<file path="config.mk">
export PLATFORM = sky130hd
export DESIGN_NAME = bit_stream_tx
export DESIGN_NICKNAME = d
export VERILOG_FILES = /design/src/rtl/bit_stream_tx_pkg.sv /design/src/rtl/bit_stream_tx_bit_timer.sv /design/src/rtl/bit_stream_tx.sv
export SDC_FILE = /design/constraint.sdc
export NUM_CORES = 1
export LEC_CHECK = 0
export CORE_ASPECT_RATIO = 0.6
export CORE_MARGIN = 2
export CORE_UTILIZATION = 64
export DETAILED_ROUTE_END_ITERATION = 8
export PLACE_DENSITY = 0.87
export SLEW_MARGIN = 15
export SYNTH_ARGS = -nofsm -noshare
export SYNTH_HDL_FRONTEND = slang
export SYNTH_SLANG_ARGS = --single-unit
</file>
<file path="constraint.sdc">
create_clock -name clk -period 12.1 [get_ports clk]
set_input_delay 1.21 -clock clk [delete_from_list [all_inputs] [get_ports clk]]
set_output_delay 1.21 -clock clk [all_outputs]
set_load 0.02 [all_outputs]
</file>
<file path="src/rtl/bit_stream_tx_pkg.sv">
// Shared definitions for the bit_stream_tx serial test-pattern transmitter:
// FSM state encoding, PRBS7 constants and the default datapath width.
package bit_stream_tx_pkg;

    localparam int CLK_LEN_DEFAULT = 32;

    // PRBS7 x^7 + x^6 + 1, all-ones seed so the first seven bits out are 1
    localparam logic [6:0] PRBS7_SEED = 7'h7F;
    localparam logic [6:0] PRBS7_TAPS = 7'b110_0000;

    typedef enum logic [1:0] {
        IDLE     = 2'd0,
        PREAMBLE = 2'd1,
        DATA     = 2'd2,
        PRBS     = 2'd3
    } state_t;

    // One Fibonacci step: shift toward the MSB, feedback from the tapped bits
    function automatic logic [6:0] prbs7_next(input logic [6:0] lfsr);
        return {lfsr[5:0], ^(lfsr & PRBS7_TAPS)};
    endfunction

endpackage

</file>
<file path="src/rtl/bit_stream_tx_bit_timer.sv">
// Bit-period timer: counts 0..period-1 while running, flags the last cycle
// of each bit and produces an ideal 50%-ish reference bit clock.
module bit_timer
    import bit_stream_tx_pkg::*;
#(
    parameter int CLK_LEN = CLK_LEN_DEFAULT
) (
    input  logic               clk,
    input  logic               rst,
    input  logic               i_run,
    input  logic [CLK_LEN-1:0] i_period,
    output logic               o_bit_strobe,
    output logic               o_clk_ref
);

    logic [CLK_LEN-1:0] r_count;
    logic               w_terminal;

    assign w_terminal   = (r_count == (i_period - CLK_LEN'(1)));
    assign o_bit_strobe = i_run && w_terminal;
    assign o_clk_ref    = i_run && (r_count < (i_period >> 1));

    // Period counter: held at zero while stopped, wraps after the last cycle
    always_ff @(posedge clk or posedge rst) begin
        if (rst) begin
            r_count <= '0;
        end else if (!i_run || w_terminal) begin
            r_count <= '0;
        end else begin
            r_count <= r_count + CLK_LEN'(1);
        end
    end

endmodule

</file>
<file path="src/rtl/bit_stream_tx.sv">
// Serial NRZ frame transmitter: alternating preamble followed by either
// MSB-first user words (back-to-back while valid) or a free-running PRBS7.
//
// state    | meaning
// IDLE     | line low, waiting for a word (mode 0) or enable (mode 1)
// PREAMBLE | sending PREAMBLE_BITS bits of 1,0,1,0...
// DATA     | shifting out user words, chaining on a last-bit transfer
// PRBS     | sending PRBS7 until enable is low at a bit boundary
module bit_stream_tx
    import bit_stream_tx_pkg::*;
#(
    parameter int CLK_LEN       = CLK_LEN_DEFAULT,
    parameter int DATA_W        = 8,
    parameter int PREAMBLE_BITS = 16
) (
    input  logic               clk,
    input  logic               rst,
    input  logic               enable,
    input  logic               mode,
    input  logic [CLK_LEN-1:0] bit_period,
    input  logic [DATA_W-1:0]  s_data,
    input  logic               s_valid,
    output logic               s_ready,
    output logic               signal_out,
    output logic               clk_ref,
    output logic               bit_strobe,
    output logic               busy
);

    localparam int BIT_MAX   = (PREAMBLE_BITS > DATA_W) ? PREAMBLE_BITS : DATA_W;
    localparam int BIT_CNT_W = $clog2(BIT_MAX + 1);
    localparam logic [BIT_CNT_W-1:0] LAST_PRE  = BIT_CNT_W'(PREAMBLE_BITS - 1);
    localparam logic [BIT_CNT_W-1:0] LAST_DATA = BIT_CNT_W'(DATA_W - 1);
    localparam logic [CLK_LEN-1:0]   MIN_PERIOD = CLK_LEN'(2);

    state_t                r_state;
    state_t                w_state_next;
    logic [CLK_LEN-1:0]    r_eff_period;
    logic                  r_mode;
    logic [BIT_CNT_W-1:0]  r_bit_idx;
    logic [DATA_W-1:0]     r_shift;
    logic [6:0]            r_lfsr;
    logic                  w_run;
    logic                  w_bit_strobe;
    logic                  w_last_pre;
    logic                  w_last_bit;
    logic                  w_xfer;
    logic                  w_start;

    assign w_run      = (r_state != IDLE);
    assign w_last_pre = (r_bit_idx == LAST_PRE);
    assign w_last_bit = (r_bit_idx == LAST_DATA);
    assign w_xfer     = s_valid && s_ready;
    assign w_start    = (r_state == IDLE) && (w_state_next == PREAMBLE);
    assign busy       = w_run;
    assign bit_strobe = w_bit_strobe;

    bit_timer #(
        .CLK_LEN (CLK_LEN)
    ) u_bit_timer (
        .clk          (clk),
        .rst          (rst),
        .i_run        (w_run),
        .i_period     (r_eff_period),
        .o_bit_strobe (w_bit_strobe),
        .o_clk_ref    (clk_ref)
    );

    // State register
    always_ff @(posedge clk or posedge rst) begin
        if (rst) begin
            r_state <= IDLE;
        end else begin
            r_state <= w_state_next;
        end
    end

    // Next-state, handshake and line output decode
    always_comb begin
        w_state_next = r_state;
        s_ready      = 1'b0;
        signal_out   = 1'b0;
        case (r_state)
            IDLE: begin
                s_ready = enable && !mode;
                if (mode ? enable : (s_valid && s_ready)) begin
                    w_state_next = PREAMBLE;
                end
            end
            PREAMBLE: begin
                signal_out = ~r_bit_idx[0];
                if (w_bit_strobe && w_last_pre) begin
                    w_state_next = r_mode ? PRBS : DATA;
                end
            end
            DATA: begin
                signal_out = r_shift[DATA_W-1];
                s_ready    = w_bit_strobe && w_last_bit && enable && !mode;
                if (w_bit_strobe && w_last_bit && !(s_valid && s_ready)) begin
                    w_state_next = IDLE;
                end
            end
            PRBS: begin
                signal_out = r_lfsr[6];
                if (w_bit_strobe && !enable) begin
                    w_state_next = IDLE;
                end
            end
            default: begin
                w_state_next = IDLE;
            end
        endcase
    end

    // Frame configuration captured once per frame; mid-frame changes ignored
    always_ff @(posedge clk or posedge rst) begin
        if (rst) begin
            r_eff_period <= MIN_PERIOD;
            r_mode       <= 1'b0;
        end else if (w_start) begin
            r_eff_period <= (bit_period < MIN_PERIOD) ? MIN_PERIOD : bit_period;
            r_mode       <= mode;
        end
    end

    // Bit index within the preamble or the current data word
    always_ff @(posedge clk or posedge rst) begin
        if (rst) begin
            r_bit_idx <= '0;
        end else if (r_state == IDLE || r_state == PRBS) begin
            r_bit_idx <= '0;
        end else if (w_bit_strobe) begin
            if ((r_state == PREAMBLE && w_last_pre) || (r_state == DATA && w_last_bit)) begin
                r_bit_idx <= '0;
            end else begin
                r_bit_idx <= r_bit_idx + BIT_CNT_W'(1);
            end
        end
    end

    // Data shift register: load on transfer, otherwise shift MSB-first per bit
    always_ff @(posedge clk or posedge rst) begin
        if (rst) begin
            r_shift <= '0;
        end else if (w_xfer) begin
            r_shift <= s_data;
        end else if (r_state == DATA && w_bit_strobe) begin
            r_shift <= {r_shift[DATA_W-2:0], 1'b0};
        end
    end

    // PRBS7 generator, reseeded at every frame start so each frame is identical
    always_ff @(posedge clk or posedge rst) begin
        if (rst) begin
            r_lfsr <= PRBS7_SEED;
        end else if (w_start) begin
            r_lfsr <= PRBS7_SEED;
        end else if (r_state == PRBS && w_bit_strobe) begin
            r_lfsr <= prbs7_next(r_lfsr);
        end
    end

endmodule

</file>
Yosys cells after proc, flatten, opt, wreduce, memory -nomap -nowiden
Cells that the tools add are included.
{"block": "op_classes", "reduce_logical": 30, "n_addsub": 3, "eq_ne": 7, "magnitude_cmp": 2, "muxes": 18, "bitwise": 1}
{"operator": "two-way mux 32 bit", "count": 2}
{"operator": "adder 32 x 1 -> 32 bit, second input constant", "count": 1}
{"operator": "equality test 32 bit", "count": 1}
{"operator": "< comparator 32 x 2 -> 1 bit, second input constant", "count": 1}
{"operator": "< comparator 32 x 31 -> 1 bit", "count": 1}
{"operator": "subtractor 32 x 1 -> 32 bit, second input constant", "count": 1}
{"operator": "logical AND 1 bit", "count": 17}
{"operator": "two-way mux 8 bit", "count": 2}
{"operator": "two-way mux 5 bit", "count": 3}
{"operator": "two-way mux 7 bit", "count": 2}
{"operator": "two-way mux 2 bit", "count": 4}
{"operator": "case mux 2 bit (4 select lines)", "count": 1}
{"operator": "nonzero test 2 bit", "count": 4}
{"operator": "parity 7 bit", "count": 1}
{"operator": "adder 5 x 1 -> 5 bit, second input constant", "count": 1}
{"operator": "equality test 5 x 3 -> 1 bit, second input constant", "count": 1}
{"operator": "equality test 5 x 4 -> 1 bit, second input constant", "count": 1}
{"operator": "equality test 2 x 1 -> 1 bit, second input constant", "count": 2}
{"operator": "equality test 2 bit, second input constant", "count": 2}
{"operator": "zero test 1 bit", "count": 4}
{"operator": "logical OR 1 bit", "count": 3}
{"operator": "case mux 1 bit (3 select lines)", "count": 1}
{"operator": "zero test 2 bit", "count": 1}
{"operator": "two-way mux 1 bit", "count": 2}
{"operator": "2 further kinds", "count": 2}
{"block": "word_totals", "register_bits": 87, "out_inout_bits": 5, "input_bits": 45, "elab_cells": 68}

Longest topological paths before layout
{"block": "depth", "ltp_word": 14, "mapped_depth": 13, "mapped_depth_nobuf": 11}

Cells and area by module
Synthesis repeated with hierarchy kept, for this count alone.
{"block": "unflattened", "hier_cells": 647, "hier_area_um2": 6269.8}
{"mod": "bit_timer", "area_per_inst_um2": 3668.5, "seq_area_each_um2": 800.8, "cells_each": 441, "n_inst": 1}
{"mod": "bit_stream_tx", "area_per_inst_um2": 2601.2, "seq_area_each_um2": 1386.3, "cells_each": 206, "n_inst": 1}

Least setup slack after synthesis
No wires, ideal clock.
{"block": "synth_path", "kind": "register -> output", "start": "reg r_eff_period[0]", "end": "out s_ready", "setup_slack_ns": 7.505, "t_required_ns": 10.890, "n_path_buf": 1, "arrival_ns": 3.385, "path_stages_with_launch": 12, "cell_sequence": "dfrtp_1 -> inv_1 -> ha_1 -> or4b_1 -> or3_4 -> nor3_1 -> mux2_2 -> or4_1 -> nand4bb_1 -> buf_2 -> o21ai_0 -> and3b_1"}
{"block": "synth_between", "elab_chain_len": 7}
{"item": "start, declared", "line": "bit_stream_tx.sv:38", "text": "logic [CLK_LEN-1:0] r_eff_period;"}
{"item": "start signal, assigned", "line": "bit_stream_tx.sv:121", "text": "r_eff_period <= (bit_period < MIN_PERIOD) ? MIN_PERIOD : bit_period;"}
{"item": "subtractor 32 x 1 -> 32 bit", "line": "bit_stream_tx_bit_timer.sv:19", "text": "assign w_terminal = (r_count == (i_period - CLK_LEN'(1)));"}
{"item": "equality test 32 bit", "line": "bit_stream_tx_bit_timer.sv:19"}
{"item": "logical AND 1 bit", "line": "bit_stream_tx_bit_timer.sv:20", "text": "assign o_bit_strobe = i_run && w_terminal;"}
{"item": "logical AND 1 bit (3 in a row)", "line": "bit_stream_tx.sv:98", "text": "s_ready = w_bit_strobe && w_last_bit && enable && !mode;"}
{"item": "case mux 1 bit (2 select lines)", "line": "bit_stream_tx.sv:83", "text": "case (r_state)"}
{"item": "end, declared", "line": "bit_stream_tx.sv:23", "text": "output logic s_ready,"}
No other way between the ends.

Worst setup path after layout
Ends and elaborated chain as after synthesis.

==> reports/results.tsv <==
stage	metric	value	unit
sta	Fin. Hold Viols	0	
worst_setup_path	ordered cell list for the critical path	inv_1, ha_1, or4b_1, or3_4, nor3_1, mux2_2, or4_1, nand4bb_1, o21ai_0, and3b_1, clkdlybuf4s50_1	
clocking	Skew-Pair Late Insertion Delay	340	ps
die	die height	78.7	um
sta	crit share post-route	0.495	
detailed_routing	via count	5336	
worst_setup_path	Setup crit start kind	flip-flop	
synthesis	Post-synth EDFFs	0	
sta	Tightest Pin Transition	1080	ps
clocking	CTS H-tree lvls	3	
synthesis	Yosys reg bits	87	
clocking	CTS buffer count	9	
place	Placed Cells	815	
sta	RSZ-0062 raised after global routing	no	
clocking	CTS sink cnt	87	
worst_setup_path	critical path class	reg2out	
power_and_ir_drop	leakage	2.96	nW
synthesis	Seq/Total Area, Yosys	0.368	
sta	Worst Setup Slack, final	6110	ps
die	die width	128	um
detailed_routing	Post-Route WL	15600	um
detailed_routing	Pre-antenna DRT Iters	5	
place	DP HPWL	11600	um
sta	Worst Skew	5.81	ps
grt	largest net degree at the start of global routing	88	
clocking	Root Driver	clkbuf_16	
synthesis	count leader, synth	dfrtp_1	
detailed_routing	initial DRC count	428	
clocking	# hold bufs at CTS	0	
min_path	Hold WC Path Type	reg2reg	
synthesis	Synth area leader	dfrtp_1	
sta	Fmax achieved	167	MHz
grt	first-pass GRT wire length	25800	um
die	Initial Util	0.655	
worst_setup_path	WP data arrival	4780	ps
grt	GR Overflow Total	0	
grt	vias in the first global route	5079	
worst_setup_path	Buf+Inv Stages, Crit Path	2	
grt	gr usage total	0.324	
power_and_ir_drop	power per cell area	198	mW/mm^2
synthesis	Avg Cell Area, Syn	8.87	um^2
place	Post-DP Area	0.00650	mm^2
sta	Setup TNS	0	ps
cells_and_area	post-layout util	0.752	
synthesis	top cells by area, synth	dfrtp_1 33%, ha_1 8.0%, xor2_1 5.7%	
synthesis	fraction of registers with async set/reset	1.00	
synthesis	cell area after synthesis	0.00595	mm^2
clocking	clock buffer depth	2	
worst_setup_path	Crit Path Max Fanout	8	
detailed_routing	DRC viols	0	
die	core box area	0.00909	mm^2
synthesis	Synth cell types	63	
power_and_ir_drop	peak supply drop	0.0949	mV
detailed_routing	number of routed nets with antenna violations	0	
worst_setup_path	CP peak stage delay	590	ps
clocking	CTS resizes	0	
status	outcome	finished, final reports clean	
die	I/O Pins	50	
synthesis	Top FF cell, synth	dfrtp_1	
place	Setup WS pre-CTS	6610	ps
worst_setup_path	Worst setup EP type	output port	
clocking	CTS clk-pin slew, worst paths	60	ps
cells_and_area	post-route insts no fill	831	
worst_setup_path	family with the most delay on the worst path	simple AND/OR/NAND/NOR gates	
cells_and_area	ratio of cells with drive above 1 in the final layout	0.0811	
place	IO buf count	49	
die	row count	27	
job	max cap viols	0	
synthesis	Commonest cells post-synth	79 x dfrtp_1, 65 x nand2_1, 63 x nor2_1	
detailed_routing	vias per cell	6.42	
worst_setup_path	CP max-delay cell	clkdlybuf4s50_1	
worst_setup_path	worst endpoint required time	10890	ps
synthesis	synth warn	0	
clocking	post-CTS setup buffers	0	
die	die area	0.0101	mm^2
sta	final worst path period need	5990	ps
cells_and_area	Layout area overhead	14.8	%
cells_and_area	Ant. Diodes	0	
synthesis	Yosys top cell area share	0.332	
cells_and_area	post-layout instance area	0.00683	mm^2
synthesis	Post-Syn Instances	671	
clocking	TritonCTS clock tree	done	
sta	fin. max-slew vios	0	
cells_and_area	Layout Nets	793	
place	Final GP Congestion	0.944	
sta	relative slew slack	0.277	
sta	final setup fails	0	
grt	antenna violations before repair	0	
synthesis	Post-Syn Nets	754	
detailed_routing	mean routed wirelength per cell	18.7	um
sequential cells by signal, summed over array words and instances, names as in the netlist:
name,flops
r_bit_idx,5
r_state,2
r_eff_period,32
r_mode,1
r_shift,8
r_lfsr,7
u_bit_timer.r_count,32
power breakdown:
group          switching (W)  internal (W)  total (W)
Sequential         0.0000967      0.000366   0.000463
Clock               0.000116      0.000187   0.000303
Combinational       0.000355      0.000230   0.000585
Total               0.000567      0.000783    0.00135
worst register-to-register path: cells and delay by family, from the launching register on:
| kind | cells | cell delay [ps] |
|---|---|---|
| simple gates | 6 | 2660 |
| mux | 3 | 1050 |
| flops | 1 | 430 |
| fa+ha+maj | 1 | 260 |
| buf+inv | 1 | 110 |
path summary, 6_finish.rpt:
path / startpoint / endpoint / slack, ps / depth (start not counted)
hold / removal: r_mode$_DFFE_PP0P_ / r_mode$_DFFE_PP0P_ / 510 / 2
setup / recovery: r_eff_period[0]$_DFFE_PP0P_ / s_ready / 6110 / 11
min in group asynchronous: rst / u_bit_timer.r_count[25]$_DFF_PP0_ / 1390 / 3
setup reg to reg: r_eff_period[0]$_DFFE_PP0P_ / r_shift[3]$_DFFE_PP0P_ / 7480 / 11
max in group asynchronous: rst / r_bit_idx[4]$_DFFE_PP0P_ / 10120 / 3
hold reg to reg: r_mode$_DFFE_PP0P_ / r_mode$_DFFE_PP0P_ / 510 / 2
cell usage in the layout (no fill, tap or decap), drive strengths merged, types with 4 or more instances in the layout:
cell and n:
and3 8, a21o 14, nand2 65, or2 4, nand4 25, nor3 22
dfstp 8, or3 9, nand3 14, nor3b 4, dfrtp 79, clkdlybuf4s50 49
nor4 21, or4 11, mux2 16, ha 38, nand2b 6, a21oi 14
mux2i 9, o21ai 47, inv 44, clkbuf 11, a21boi 5, xor2 39
nor2 63, a31oi 6, xnor2 31, nor2b 5
layer usage:
metal	up-vias	wire length, um	global-route usage
met5	-	0	0
met4	0	212	0.0780
met3	25	1180	0.0674
met2	220	6950	0.501
met1	2625	7210	0.468
li1	2466	-	-
kinds of logic (layout without fill, tap and decap cells):
| group | after synthesis | count (layout) | share of synthesized area |
|---|---|---|---|
| compound gates | 111 | 111 | 0.116 |
| xor+xnor | 70 | 70 | 0.103 |
| fa+ha+maj | 38 | 38 | 0.0799 |
| buf+inv | 68 | 112 | 0.0458 |
| flops | 87 | 87 | 0.368 |
| mux | 25 | 25 | 0.0454 |
| simple gates | 272 | 272 | 0.242 |
area by class of cell:
class                           instances  area (um^2)
Multi-Input combinational cell        516         3500
Fill cell                             620         2260
Sequential cell                        87         2190
Timing Repair Buffer                   51          509
Clock buffer                           11          243
Inverter                               45          170
Tap cell                              116          145
Clock inverter                          5         81.3
stage by stage:
stage | power (W) | hold slack (ps)
4_1_cts | 0.00134 | 506
3_5_place_dp | 0.00102 | 498
3_3_place_gp | 0.000994 | 472
5_1_grt | 0.00144 | 546
2_1_floorplan | 0.000866 | 450
6_report | 0.00135 | 514
Power figures use the tool's default switching activity.
